$ cat config.mk
export PLATFORM = sky130hd
export DESIGN_NAME = node_input_arbiter
export DESIGN_NICKNAME = d
export VERILOG_FILES = /design/src/rtl/node_input_arbiter_pkg.sv /design/src/rtl/node_input_arbiter_fifo.sv /design/src/rtl/node_input_arbiter.sv
export SDC_FILE = /design/constraint.sdc
export NUM_CORES = 1
export LEC_CHECK = 0
export CAP_MARGIN = 20
export CORE_MARGIN = 5
export CORE_UTILIZATION = 25
export DETAILED_ROUTE_END_ITERATION = 10
export PLACE_DENSITY = 0.41
export RECOVER_POWER = 50
export SYNTH_ARGS = -nofsm -noshare
export SYNTH_HDL_FRONTEND = slang
export SYNTH_SLANG_ARGS = --single-unit
export TNS_END_PERCENT = 5
$ cat constraint.sdc
create_clock -name clk -period 4.68 [get_ports clk]
set_input_delay 0.936 -clock clk [delete_from_list [all_inputs] [get_ports clk]]
set_output_delay 0.936 -clock clk [all_outputs]
set_load 0.05 [all_outputs]
$ cat src/rtl/node_input_arbiter_pkg.sv
// Shared definitions for the node ingress arbiter: source codes, FSM states,
// header field layout and the round-robin channel picker.
package node_input_arbiter_pkg;

  localparam logic [1:0] SRC_SELF  = 2'b00;
  localparam logic [1:0] SRC_LEFT  = 2'b01;
  localparam logic [1:0] SRC_RIGHT = 2'b10;

  // Routing header occupies the top HDR_BITS of each word and is never altered here.
  localparam int unsigned HDR_BITS = 2;

  typedef enum logic [1:0] {
    ST_IDLE,
    ST_ISSUE,
    ST_GAP
  } arb_state_t;

  // Pick the first non-empty channel after 'last' in self->left->right order.
  // ne is {right,left,self}; caller guarantees at least one bit is set.
  function automatic logic [1:0] rr_pick(input logic [1:0] last, input logic [2:0] ne);
    logic [1:0]  pick;
    int unsigned cand;
    pick = last;
    // Descending scan so the nearest candidate after 'last' is written last and wins.
    for (int unsigned k = 3; k >= 1; k--) begin
      cand = (int'(last) + k) % 3;
      if (ne[cand]) pick = 2'(cand);
    end
    return pick;
  endfunction

endpackage

$ cat src/rtl/node_input_arbiter_fifo.sv
// Per-channel first-word-fall-through FIFO. A push into a full FIFO is accepted
// when a pop happens at the same edge; otherwise it is dropped and flagged.
module node_input_fifo #(
  parameter int unsigned WIDTH = 32,
  parameter int unsigned DEPTH = 4
) (
  input  logic             clk,
  input  logic             reset,
  input  logic             push,
  input  logic             pop,
  input  logic [WIDTH-1:0] din,
  output logic [WIDTH-1:0] dout,
  output logic             full,
  output logic             empty,
  output logic             drop
);

  localparam int unsigned AW = $clog2(DEPTH);

  logic [WIDTH-1:0] mem [DEPTH];
  logic [AW-1:0]    wr_ptr;
  logic [AW-1:0]    rd_ptr;
  logic [AW:0]      count;
  logic             do_push;
  logic             do_pop;

  assign empty   = (count == '0);
  assign full    = (count == (AW+1)'(DEPTH));
  assign do_pop  = pop && !empty;
  assign do_push = push && (!full || do_pop);
  assign drop    = push && !do_push;
  assign dout    = mem[rd_ptr];

  // Pointer and occupancy bookkeeping.
  always_ff @(posedge clk) begin
    if (reset) begin
      wr_ptr <= '0;
      rd_ptr <= '0;
      count  <= '0;
    end else begin
      if (do_push) wr_ptr <= wr_ptr + 1'b1;
      if (do_pop)  rd_ptr <= rd_ptr + 1'b1;
      count <= count + (AW+1)'(do_push) - (AW+1)'(do_pop);
    end
  end

  // Storage array; contents are don't-care after reset since pointers are cleared.
  always_ff @(posedge clk) begin
    if (do_push) mem[wr_ptr] <= din;
  end

endmodule

$ cat src/rtl/node_input_arbiter.sv
// Ingress arbiter for oneDimensionalNode: buffers self/left/right words and issues
// them one at a time as a single-cycle CS strobe followed by a fixed idle gap.
module node_input_arbiter
  import node_input_arbiter_pkg::*;
#(
  parameter int unsigned WIDTH = 32,
  parameter int unsigned DEPTH = 4,
  parameter int unsigned GAP   = 2
) (
  input  logic             clk,
  input  logic             reset,
  input  logic [WIDTH-1:0] inSelfData,
  input  logic             inSelfCS,
  input  logic [WIDTH-1:0] inLeftData,
  input  logic             inLeftCS,
  input  logic [WIDTH-1:0] inRightData,
  input  logic             inRightCS,
  input  logic             nodeBusy,
  output logic [WIDTH-1:0] shiftInData,
  output logic             shiftInCS,
  output logic [1:0]       shiftInSource,
  output logic             pending,
  output logic [2:0]       overflow
);

  localparam logic [3:0] GAP_INIT = (GAP == 0) ? 4'd0 : 4'(GAP - 1);

  arb_state_t       state;
  logic [3:0]       gap_cnt;
  logic [1:0]       last_src;
  logic [WIDTH-1:0] dout_s, dout_l, dout_r;
  logic             empty_s, empty_l, empty_r;
  logic             full_s, full_l, full_r;
  logic             drop_s, drop_l, drop_r;
  logic             pop_s, pop_l, pop_r;
  logic [2:0]       ne;
  logic             can_grant;
  logic [1:0]       grant_src;
  logic [WIDTH-1:0] grant_data;

  node_input_fifo #(.WIDTH(WIDTH), .DEPTH(DEPTH)) u_fifo_self (
    .clk(clk), .reset(reset), .push(inSelfCS), .pop(pop_s), .din(inSelfData),
    .dout(dout_s), .full(full_s), .empty(empty_s), .drop(drop_s)
  );

  node_input_fifo #(.WIDTH(WIDTH), .DEPTH(DEPTH)) u_fifo_left (
    .clk(clk), .reset(reset), .push(inLeftCS), .pop(pop_l), .din(inLeftData),
    .dout(dout_l), .full(full_l), .empty(empty_l), .drop(drop_l)
  );

  node_input_fifo #(.WIDTH(WIDTH), .DEPTH(DEPTH)) u_fifo_right (
    .clk(clk), .reset(reset), .push(inRightCS), .pop(pop_r), .din(inRightData),
    .dout(dout_r), .full(full_r), .empty(empty_r), .drop(drop_r)
  );

  assign ne      = {!empty_r, !empty_l, !empty_s};
  assign pending = |ne;

  // Grant decision: IDLE, back-to-back ISSUE when GAP==0, or the last GAP cycle
  // (which folds the IDLE evaluation into the gap's final edge).
  always_comb begin
    can_grant  = 1'b0;
    grant_src  = rr_pick(last_src, ne);
    grant_data = dout_s;
    pop_s      = 1'b0;
    pop_l      = 1'b0;
    pop_r      = 1'b0;
    if (!nodeBusy && pending) begin
      case (state)
        ST_IDLE:  can_grant = 1'b1;
        ST_ISSUE: can_grant = (GAP == 0);
        ST_GAP:   can_grant = (gap_cnt == '0);
        default:  can_grant = 1'b0;
      endcase
    end
    case (grant_src)
      SRC_LEFT:  grant_data = dout_l;
      SRC_RIGHT: grant_data = dout_r;
      default:   grant_data = dout_s;
    endcase
    pop_s = can_grant && (grant_src == SRC_SELF);
    pop_l = can_grant && (grant_src == SRC_LEFT);
    pop_r = can_grant && (grant_src == SRC_RIGHT);
  end

  // Issue FSM with registered outputs, round-robin pointer and sticky drop flags.
  always_ff @(posedge clk) begin
    if (reset) begin
      state         <= ST_IDLE;
      gap_cnt       <= '0;
      last_src      <= SRC_RIGHT;
      shiftInData   <= '0;
      shiftInCS     <= 1'b0;
      shiftInSource <= SRC_SELF;
      overflow      <= '0;
    end else begin
      overflow  <= overflow | {drop_r, drop_l, drop_s};
      shiftInCS <= can_grant;
      if (can_grant) begin
        shiftInData   <= grant_data;
        shiftInSource <= grant_src;
        last_src      <= grant_src;
        state         <= ST_ISSUE;
      end else begin
        case (state)
          ST_ISSUE: begin
            if (GAP == 0) begin
              state <= ST_IDLE;
            end else begin
              gap_cnt <= GAP_INIT;
              state   <= ST_GAP;
            end
          end
          ST_GAP: begin
            if (gap_cnt == '0) state <= ST_IDLE;
            else               gap_cnt <= gap_cnt - 1'b1;
          end
          default: state <= ST_IDLE;
        endcase
      end
    end
  end

endmodule

## Word-level counts from Yosys, hierarchy flattened

Memory sizes are Yosys's and may differ from the RTL's. A register that Yosys moved wholly into a read port is not among the register bits.
Cells that the tools add are included.

| cells by class | value |
|---|---|
| add/subtract/negate cells | 16 |
| divide/modulo/power cells | 3 |
| order comparisons | 3 |
| eq/ne operators | 10 |
| muxes and demuxes | 29 |
| bitwise gates (word level) | 2 |
| reductions and logical operators | 36 |

Operator list:

| cell | count |
|---|---|
| less-than comparator 32 x 3 -> 1 bit (second input constant) | 3 |
| modulo 32 x 2 -> 32 bit (second input constant) | 3 |
| one-hot mux 32 bit (2 select lines) | 1 |
| 2-to-1 mux 2 bit | 10 |
| logical AND 1 bit | 13 |
| adder 2 x 1 -> 2 bit (second input constant) | 6 |
| 2-to-1 mux 1 bit | 11 |
| logical NOT 1 bit | 10 |
| adder 3 x 1 -> 3 bit | 3 |
| == test 3 bit (second input constant) | 3 |
| logical NOT 3 bit | 3 |
| subtractor 3 x 1 -> 3 bit | 3 |
| one-hot mux 4 bit (2 select lines) | 1 |
| adder 2 x 2 -> 3 bit (second input constant) | 2 |
| binary-select mux 1 bit (select 2 bit) | 3 |
| == test 2 x 1 -> 1 bit (second input constant) | 2 |
| == test 2 bit (second input constant) | 2 |
| logical NOT 2 bit | 2 |
| logical NOT 4 bit | 1 |
| 2-to-1 mux 4 bit | 1 |
| != test 2 bit (second input constant) | 2 |
| one-hot mux 2 bit (2 select lines) | 1 |
| subtractor 4 x 1 -> 4 bit (second input constant) | 1 |
| adder 2 x 1 -> 3 bit (second input constant) | 1 |
| other kinds (9) | 11 |

| word-level totals | value |
|---|---|
| register bits after elaboration | 67 |
| memory bits (writable) | 384 |
| bits of input ports | 102 |
| word-level logic and storage cells | 119 |
| memories kept | 3 |

Memory list:

| memory | depth | bits a word | rd ports | clocked after Yosys merged registers in | wr ports | line | source |
|---|---|---|---|---|---|---|---|
| u_fifo_left.mem | 4 | 32 | 1 | 1 | 1 | node_input_arbiter_fifo.sv:20 | `logic [WIDTH-1:0] mem [DEPTH];` |
| u_fifo_right.mem | 4 | 32 | 1 | 1 | 1 | node_input_arbiter_fifo.sv:20 |  |
| u_fifo_self.mem | 4 | 32 | 1 | 1 | 1 | node_input_arbiter_fifo.sv:20 |  |

## Longest topological paths before layout

Gate-level depths: netlist (run 1).

| depth | value |
|---|---|
| word-level depth | 15 |
| mapped depth | 19 |
| gate-level depth less buffers | 19 |

## Hierarchy

Synthesis (run 1) repeated with hierarchy kept, for this count alone.

| second synthesis, totals | value |
|---|---|
| cells, all modules | 968 |
| area total of the unflattened synthesis | 17908.4 um^2 |

Modules (own cells, without submodules):

| module | times used | cells an instance | area an instance (um^2) | sequential area each (um^2) |
|---|---|---|---|---|
| node_input_fifo (u_fifo_left ...) | 2 | 216 | 5128.7 | 4023.9 |
| node_input_fifo (u_fifo_self) | 1 | 215 | 5086.1 | 4023.9 |
| node_input_arbiter | 1 | 321 | 2565.0 | 900.9 |

## Worst setup path after synthesis (run 1)

Ideal clock, no wire load.

| timing | value |
|---|---|
| path kind | reg-to-reg |
| from | reg shiftInSource[0] (netlist name) |
| to | mem u_fifo_left.mem[0][0] (enable) |
| setup time | 0.392 ns |
| arrival | 3.386 ns |
| required time | 4.288 ns |
| slack | 0.901 ns |
| stages on the path, launching flop included | 13 |
| buffers on the path | 1 |
| period minus slack after synthesis | 3.779 ns |
| cells stage by stage | dfxtp_1 > inv_1 > ha_1 > or4_1 > a21oi_1 > o221ai_1 > a21oi_2 > ha_1 > clkbuf_1 > inv_1 > a211oi_1 > o21a_1 > and2_1 |

RTL lines:

| what | line |
|---|---|
| end: declaration | node_input_arbiter_fifo.sv:20 |

## Worst setup path in the final report (run 1)

| timing | value |
|---|---|
| from | reg state[0] |
| to | reg shiftInData[6] |

| between the ends | value |
|---|---|
| word-level cells in the longest chain between the ends | 3 |

Ends and longest elaborated chain:

| what | line | source |
|---|---|---|
| start: declaration | node_input_arbiter.sv:28 | `arb_state_t state;` |
| start signal: assignment | node_input_arbiter.sv:89 | `state <= ST_IDLE;` |
| start signal: assignment | node_input_arbiter.sv:103 | `state <= ST_ISSUE;` |
| start signal: assignment | node_input_arbiter.sv:108 | `state <= ST_IDLE;` |
| == test 2 bit / logical NOT 2 bit (equally long branches) | node_input_arbiter.sv:69 | `case (state)` |
| one-hot mux 1 bit (2 select lines) * | node_input_arbiter.sv:69 |  |
| 2-to-1 mux 1 bit * | node_input_arbiter.sv:68 | `if (!nodeBusy && pending) begin` |
| end signal: assignment | node_input_arbiter.sv:100 | `shiftInData <= grant_data;` |
| end: declaration | node_input_arbiter.sv:19 | `output logic [WIDTH-1:0] shiftInData,` |

Mark *: on every way between the ends. The rest lies on a longest branch, timed or not.
A chain may end at the register's enable or synchronous reset.

==> impl_metrics.yaml, run 1 <==
outcome:
  status: "complete, but fails checks"
  violations: "capacitance limit, slew limit"
routing:
  routedWlPerCell_um: 21.82
  vias: 9310
  routed_wl_mm: 46.53
  via_per_inst: 4.365
  ant_nets: 0
  drt-initial-drc-count: 695
  drc: 0
  first_pass_iters: 5
critical_path:
  end_kind: "register"
  reg2reg_from: "state[0]"
  crit_path_start: "state[0]"
  worstReg2RegEnd: "shiftInData[6]"
  ff2ff_path_depth: 8
  cp_cell_sequence: "inv_1 > ha_1 > nand4bb_4 > a21oi_1 > and2_0 > clkbuf_1 > o211ai_1 > a21oi_1"
  slowest_stage: "clkbuf_1"
  cp_slowest_stage_delay_ns: 1.52
  cp.required_ns: 5.19
  reg2reg_slack_ns: 0.58
  crit_fanout: 35
  crit_top_cell: "a21oi_1"
  critical_path_class: "register to register"
  crit_arrival_ns: 4.61
  endpoint: "shiftInData[6]"
  start_kind: "register"
power:
  power.density_nw_per_um2: 674.6
  finalPower_uw: 14810
  p_leak_uw: 0.007127
  p_int_uw: 9073
  switching_share: 0.3874
  switchingPower_uw: 5737
  p_seq_frac: 0.356
  combinationalPowerShare: 0.384
  ir_drop_mv: 0.5378
  p_clk_frac: 0.260
global_route:
  grt_pass1_wl_mm: 68.44
  antenna_found_initial: 9
  grt_util_all_layers: 0.1192
  grt_start_max_net_pins: 36
  first_global_vias: 9961
  overflow: 0
cts:
  clk_path_buf_depth: 3
  post_cts_resized: 0
  cts-root-buf: "clkbuf_16"
  post_cts_buffers: 0
  cts_buffers: 53
  cts_tree: "done"
  hold_buffers: 0
  worstSkewPairLatency_ns: 0.61
  cts.sinks: 456
  path_clk_slew_ns: 0.06
  htree_levels: 2
finish:
  fill_cells: 6884
  syn2layout_area_growth_pct: 23.73
  nets: 1281
  layout-drive-gt1-share: 0.1741
timing:
  worst_slew_pin_slew_ns: 2.132
  drv_slew: 36
  max_slew_margin: -0.4216
  max_clock_freq_mhz: 244.2
  finalWorstPathRequiredPeriod_ns: 4.095
  period_share: 0.8751
  rsz0062_at_grt: "no"
  fin_skew_ns: 0.02497
  tns_ns: 0
  setup_viol: 0
  timing.final.hold_violations: 0
yosys:
  synth_seq_cells: 456
  avgSynthCellArea_um2: 18.22
  async_reset_ff_frac: 0
  synth_area_leaders: "edfxtp_1 (65%), mux4_2 (12%), dfxtp_1 (8.1%)"
  synth_edf_count: 384
  ys_seq_area_frac: 0.7311
  syn-cell-area_um2: 17740
  synth_flop_cell: "edfxtp_1"
  synth_top_area_cell: "edfxtp_1"
  syn-num-nets: 1108
  synth.top_cell.area_share: 0.6498
  syn_inst: 974
  yosysWarnings: 0
  synth_cell_type_count: 48
die:
  coreArea_um2: 70270
  fp.dieH_um: 276.4
  die_w_um: 276.4
  rows: 97
  start_util: 0.2525
  ios: 141
  dieArea_um2: 76410
hold_path:
  hp-class: "register to register"
  holdPathStages: 2
placement:
  hpwl_mm: 30.28
  place.gp.congestion: 0.7248
  portBuffers: 140
flow_run:
  cap_violations: 1
==> area by class of cell <==
cell class / instances / area (um2) / share of cell area
Timing Repair Buffer: 172 / 1654 / 0.07534
Tap cell: 940 / 1176 / 0.05357
Antenna cell: 4 / 10.01 / 0.0004559
Sequential cell: 456 / 12980 / 0.5910
Inverter: 31 / 116.4 / 0.005300
Multi-Input combinational cell: 433 / 4395 / 0.2002
Clock inverter: 25 / 198.9 / 0.009061
Clock buffer: 72 / 1428 / 0.06503
==> placed cells by master, fill, tap and decap left out, types with 29 or more instances in the layout <==
cell type      count
nor2_1            32
nand2_1           72
inv_1             30
clkbuf_16         53
o211ai_1          32
a21oi_1           43
dfxtp_1           69
dlygate4sd3_1    134
edfxtp_1         384
mux4_2            96
a22oi_1           33
ha_1              29
==> worst min-delay path by stage <==
stage                          from         endpoint  slack [ns]
floorplan                  state[0]         state[0]        0.45
global placement    shiftInData[26]  shiftInData[26]        0.44
detailed placement  shiftInData[26]  shiftInData[26]        0.45
finish              shiftInData[26]  shiftInData[26]        0.45
global route        shiftInData[29]  shiftInData[29]        0.49
CTS                 shiftInData[26]  shiftInData[26]        0.46
==> state kept, by name (all words and copies together) (netlist names), 4 cells and up, named ones only <==
name	flops
gap_cnt	4
shiftInData	32
u_fifo_left.mem	128
u_fifo_right.mem	128
u_fifo_self.mem	128
==> power groups by stage <==
stage               Sequential, uW  Clock [uW]  Combinational (uW)
detailed placement            5430           0                5990
floorplan                     5470           0                3470
global placement              5420           0                5960
CTS                           5350        4000                6010
global route                  5330        4170                6340
finish                        5270        3850                5680
==> Yosys cell counts (all sizes together) (3+ instances only) <==
cell type and number:
a211oi 4, a21oi 43, a22oi 33, a41oi 4
and2 16, and3 3, buf 23, clkbuf 31
dfxtp 72, edfxtp 384, fa 3, ha 29
inv 30, mux2i 6, mux4 96, nand2 72
nand3 6, nor2 32, nor2b 4, nor3 5
o211ai 32, o21a 3, o21ai 3, o31ai 4
or3 3, xnor2 13
==> metrics by stage <==
step | hold slack, ns | area, um2 | instances | setup slack, ns | util
after global routing | 0.4859 | 21940 | 2129 | 0.2712 | 0.3123
after CTS | 0.4567 | 21970 | 2128 | 0.6414 | 0.3126
final | 0.4524 | 21950 | 2133 | 0.5847 | 0.3124
after global placement | 0.4429 | 20340 | 2031 | 0.7954 | 0.2894
after detailed placement | 0.4490 | 20340 | 2031 | 0.6643 | 0.2894
after floorplan | 0.4536 | 17740 | 974 | 0.9015 | -
==> critical path, delay by kind of cell (launching register included) <==
family / cells / cell delay [ns]
AO/OA/AOI/OAI: 3 / 1.37
flip-flops: 1 / 0.32
adder cells (fa/ha/maj): 1 / 0.30
AND/OR/NAND/NOR: 2 / 0.42
buffers and inverters: 2 / 1.60
==> metal layers <==
metal	share of wire	wire (um)	global-route usage	up-vias
met5	0.00037	17	0	-
met4	0.021	969	0.03137	2
met3	0.051	2369	0.02033	64
met2	0.49	22710	0.1991	212
met1	0.44	20470	0.1621	4810
li1	-	-	-	4222
==> logic make-up after synthesis <==
group	synth area share
flip-flops	0.7311
AND/OR/NAND/NOR	0.03949
AO/OA/AOI/OAI	0.05352
multiplexers	0.1252
buffers and inverters	0.01946
adder cells (fa/ha/maj)	0.02383
XOR/XNOR	0.007404
Power figures use the tool's default switching activity.
==> inputs of run 2 (changes only) <==
- RECOVER_POWER: 50 -> 25
==> run 2 against run 1 <==
The run now ends clean. Sequential power about the same. Final cell count about the same. Clock power about the same. Combinational power up 1%. Critical path depth rose by 10. First-iteration DRC count shrank 4.0%. Wire length is 0.23% lower. Largest power group unchanged.
==> impl_metrics.yaml, run 2 (synthesized netlist as in run 1, its figures left out) <==
outcome:
  status: "finished clean"
global_route:
  antenna_found_initial: 7
  grt_pass1_wl_mm: 68.44
  grt_start_max_net_pins: 36
  first_global_vias: 9961
  grt_util_all_layers: 0.1192
  overflow: 0
finish:
  multi_input_area_um2: 4429
  syn2layout_area_growth_pct: 23.93
  seq_area_um2: 12980
  top_regs: "u_fifo_left.mem x128, u_fifo_right.mem x128, u_fifo_self.mem x128"
  final_area_um2: 21990
  nets: 1281
  final_cell_mix: "edfxtp_1 (384), mux4_2 (96), clkdlybuf4s50_1 (83), nand2_1 (72), dfxtp_1 (69)"
  final_common_cell: "edfxtp_1"
  fill_cells: 6880
  layout-drive-gt1-share: 0.1800
routing:
  first_pass_iters: 5
  via_per_inst: 4.376
  routedWlPerCell_um: 21.79
  ant_nets: 0
  vias: 9326
  drc: 0
  routed_wl_mm: 46.43
  drt-initial-drc-count: 667
die:
  start_util: 0.2525
  coreArea_um2: 70270
  dieArea_um2: 76410
  die_w_um: 276.4
  fp.dieH_um: 276.4
  rows: 97
  ios: 141
timing:
  period_share: 0.8618
  worst_slew_pin_slew_ns: 0.8922
  max_slew_margin: 0.4037
  timing.final.ws_setup_ns: 0.6468
  max_clock_freq_mhz: 247.9
  drv_slew: 0
  fin_skew_ns: 0.02434
  timing.final.hold_violations: 0
  tns_ns: 0
  setup_viol: 0
  rsz0062_at_grt: "no"
  timing.hold.ws_ns: 0.4544
  finalWorstPathRequiredPeriod_ns: 4.033
critical_path:
  end_kind: "register"
  crit_path_start: "shiftInSource[0]"
  cp.required_ns: 5.14
  ff2ff_path_depth: 18
  crit_arrival_ns: 4.49
  reg2reg_from: "shiftInSource[0]"
  start_kind: "register"
  critical_path_class: "register to register"
  crit_fanout: 6
placement:
  place.gp.congestion: 0.7248
  hpwl_mm: 30.28
  place_area_um2: 20340
  portBuffers: 140
  dpl_worst_slack_ns: 0.6643
cts:
  hold_buffers: 0
  worstSkewPairLatency_ns: 0.61
  cts-root-buf: "clkbuf_16"
  path_clk_slew_ns: 0.06
  cts_tree: "done"
  cts_buffers: 53
  cts.sinks: 456
  post_cts_resized: 0
  clk_path_buf_depth: 3
  htree_levels: 2
  post_cts_buffers: 0
power:
  finalPower_uw: 14870
  p_leak_uw: 0.007018
  ir_drop_mv: 0.5350
  power.density_nw_per_um2: 676.3
hold_path:
  holdPathStages: 2
  hp-class: "register to register"
  hp-start: "shiftInData[26]"
flow_run:
  cap_violations: 0
## run 2: cell types whose count changed in the layout (fill, tap and decap cells not counted), sizes merged
| cell | change |
|---|---|
| dlygate4sd3 | -78 |
| buf | +2 |
| clkbuf | -2 |
| diode | -2 |
| clkdlybuf4s50 | +78 |
## run 2: final timing paths
path | to | slack, ns
setup / recovery | u_fifo_left.count[2] | 0.65
hold / removal | shiftInData[26] | 0.45
setup reg to reg | u_fifo_left.count[2] | 0.65
hold reg to reg | shiftInData[26] | 0.45
## run 2: where the power goes
group          total [uW]  internal (uW)  switching [uW]  leakage [uW]
combinational        5740           1910            3830       0.00211
clock                3850           2200            1650      0.000800
sequential           5280           5020             263       0.00411
total               14900           9130            5740       0.00702
## run 2: area by class of cell
class | count | area share
sequential | 456 | 0.5901
tap | 940 | 0.05348
clock inverter | 25 | 0.009046
clock buffer | 72 | 0.06492
antenna | 2 | 0.0002276
multi-input combinational | 433 | 0.2014
inverter | 31 | 0.005291
timing repair buffer | 172 | 0.07556
## run 2: metrics by stage
stage / cells / util
2_1_floorplan: 974 / -
3_3_place_gp: 2031 / 0.2894
3_5_place_dp: 2031 / 0.2894
4_1_cts: 2128 / 0.3126
5_1_grt: 2129 / 0.3129
6_report: 2131 / 0.3129
## run 2: critical path: stages, from the launching register on
cell and delay (ns):
dfxtp_1 0.41, inv_1 0.11, ha_1 0.25, or4_1 0.51, a21oi_1 0.18, o221ai_1 0.16
a21oi_2 0.25, ha_1 0.22, inv_1 0.05, a211oi_1 0.32, and2_1 0.23, ha_1 0.24
inv_1 0.06, ha_1 0.13, inv_1 0.05, fa_1 0.37, xor2_1 0.16, xnor2_1 0.15
nor2_1 0.05
## run 2: routing by layer
| metal | track usage | up-vias | share of wire |
|---|---|---|---|
| met2 | 0.1991 | 216 | 0.49 |
| met3 | 0.02033 | 64 | 0.046 |
| met4 | 0.03137 | 2 | 0.021 |
| met5 | 0 | - | 0.00037 |
| li1 | - | 4219 | - |
| met1 | 0.1621 | 4825 | 0.45 |
==> edit (settings of run 2) <==
Remove the register `shiftInCS`: a continuous assignment takes its place, so the output `shiftInCS` follows one clock earlier.
--- a/src/rtl/node_input_arbiter.sv
+++ b/src/rtl/node_input_arbiter.sv
@@ -90,12 +90,10 @@
       gap_cnt       <= '0;
       last_src      <= SRC_RIGHT;
       shiftInData   <= '0;
-      shiftInCS     <= 1'b0;
       shiftInSource <= SRC_SELF;
       overflow      <= '0;
     end else begin
       overflow  <= overflow | {drop_r, drop_l, drop_s};
-      shiftInCS <= can_grant;
       if (can_grant) begin
         shiftInData   <= grant_data;
         shiftInSource <= grant_src;
@@ -121,5 +119,7 @@
     end
   end
 
+  assign shiftInCS = can_grant;
+
 endmodule
 
Formal check against the unedited RTL: not equivalent (Yosys sat finds a counterexample within 4 cycles, from zero or initial values and one cycle with reset high).
==> edit against run 2 <==
Combinational power is 3% higher; total power increased by 0.36%; critical path type is now flip-flop to primary output; sequential cell count fell by 1; design area increased by 0.98%; area after synthesis grew 1.7%; routed wire length fell by 0.50%; setup slack got worse by 0.26 ns.
==> edit: results (changes against run 2) <==
Timing
  • Clock Skew: 0.0290 ns (was 0.0243 ns)
  • Max_slew headroom: 42.5% (was 40.4%)
  • Final Slew Violations: 0 (unchanged)
  • Worst hold slack: 0.445 ns (was 0.454 ns)

GRT
  • Grt met3 use: 2.98% (was 2.03%)
  • Initial antenna violation count: 33 (was 7)
  • Total track usage: 11.7% (was 11.9%)
  • First-pass GRT wire length: 68300 µm (was 68400 µm)
  • Number of global-route vias before repair: 10000 (was 9961)
  • GRT met2 Usage: 18.1% (was 19.9%)
  • Grt met1 use: 16.1% (was 16.2%)
  • Largest net degree at the start of global routing: 43 (was 36)

CTS
  • Num CTS Buffers: 49 (was 53)
  • Worst-path clk slew: 0.06 ns (about the same)
  • Post_cts resized: 0 (unchanged)
  • H-tree Lvls: 2 (unchanged)
  • Clk buf depth: 3 (unchanged)
  • Clock root cell: clkbuf_16 (unchanged)
  • Post-CTS Repair Setup Buffers: 0 (unchanged)
  • Skew-Pair Late Insertion Delay: 0.59 ns (was 0.61 ns)

Route
  • Post-detailed-routing wire length: 46200 µm (was 46400 µm)
  • Vias: 9646 (was 9326)
  • Detailed Route Iter0 Violations: 509 (was 667)
  • Drt first pass iters: 4 (was 5)

Yosys
  • FFs w/ async S/R, synth: 0% (unchanged)
  • Unique masters post-synth: 64 (was 48)
  • Post-synthesis sequential area ratio: 71.8% (was 73.1%)
  • Post-synth EDFFs: 384 (unchanged)
  • Top post-synthesis cells by count: 384 x edfxtp_1, 71 x dfxtp_1, 65 x mux2i_1 (was 384 x edfxtp_1, 96 x mux4_2, 72 x dfxtp_1, 72 x nand2_1, 40 x a21oi_1)
  • Syn. warnings: 0 (unchanged)
  • Commonest register cell after synthesis: edfxtp_1 (unchanged)
  • Synthesized net count: 1141 (was 1108)
  • Synth area leaders: edfxtp_1 64%, mux4_2 8.0%, dfxtp_1 7.9% (was edfxtp_1 65%, mux4_2 12%, dfxtp_1 8.1%)

Cells and area
  • Layout fillers: 6961 (was 6880)
  • Regs by FF count: u_fifo_left.mem x128, u_fifo_right.mem x128, u_fifo_self.mem x128 (unchanged)
  • Layout Nets: 1303 (was 1281)
  • Layout cells sized above 1: 17.2% (was 18.0%)

Setup path
  • Kind of cell adding the most delay to the critical path: buffers and inverters (was adder cells)
  • CP max stage cell: clkdlybuf4s50_1 (was or4_1)
  • Largest fanout on the critical path: 8 (was 6)
  • Reg2reg setup slack: 0.80 ns (was 0.65 ns)
  • Slowest stage delay, CP: 0.81 ns (was 0.51 ns)
  • WP data arrival: 3.35 ns (was 4.49 ns)

Placed design
  • IO buf count: 140 (unchanged)
  • Post-DP HPWL: 29900 µm (was 30300 µm)
  • Final estimated routing congestion in global placement: 0.755 (was 0.725)

Pwr
  • Peak VDD IR: 528 µV (was 535 µV)
  • Leak Pwr: 7.10 nW (was 7.02 nW)

Run status
  • Status: finished clean (unchanged)

Min path
  • Path type of the worst min-delay path: flip-flop to flip-flop (unchanged)
-- edit: power breakdown --
part           leakage (nW)  switching (mW)  internal (mW)
sequential             4.11           0.283           5.03
combinational          2.25            3.78           2.13
clock                 0.745            1.56           2.14
-- edit: area by class of cell --
| type | count | share of cell area [%] |
|---|---|---|
| clock buffers | 68 | 5.93 |
| repair buffers | 165 | 7.38 |
| inverters | 34 | 0.586 |
| multi-input cells | 464 | 21.3 |
| diodes | 8 | 0.0902 |
| flip-flops and latches | 455 | 58.4 |
| clock inverters | 23 | 0.997 |
| well taps | 950 | 5.35 |
-- edit: worst register-to-register path, cell delays in order, from the launching register on --
cell	delay, ns
dfxtp_1	0.44
inv_1	0.11
ha_1	0.43
nor2b_1	0.23
a22oi_1	0.13
o211a_1	0.16
nor2_1	0.23
ha_1	0.25
o31ai_1	0.10
a211oi_1	0.40
ha_1	0.30
inv_1	0.06
ha_1	0.13
inv_1	0.04
fa_1	0.38
xor2_1	0.18
xnor2_1	0.13
nor2_1	0.05
-- edit: metrics by stage --
stage	cell area [µm²]	setup slack, ns	power (mW)	std cells
6_report	22200	0.390	14.9	2167
5_1_grt	22200	0.189	15.8	2164
3_5_place_dp	20600	0.648	11.4	2068
2_1_floorplan	18000	0.981	8.77	1007
3_3_place_gp	20600	0.724	11.4	2068
4_1_cts	22200	0.356	15.2	2159
-- edit: cell families after synthesis --
family / share of synthesized area (%)
AO/OA/AOI/OAI: 7.48
multiplexers: 11.6
buffers and inverters: 2.10
AND/OR/NAND/NOR: 4.09
XOR/XNOR: 0.583
adder cells (fa/ha/maj): 2.34
flip-flops: 71.8
-- edit: final timing paths --
path                     from              endpoint  cells past startpoint
max                  state[0]             shiftInCS                      7
min               overflow[1]           overflow[1]                      2
max reg2reg  shiftInSource[0]  u_fifo_left.count[2]                     17
min reg2reg       overflow[1]           overflow[1]                      2
-- edit: routing by layer --
layer | vias to the layer above | wire length (µm)
met5 | - | 120
met4 | 18 | 1420
met3 | 109 | 2520
met2 | 240 | 20900
met1 | 4891 | 21200
li1 | 4388 | -
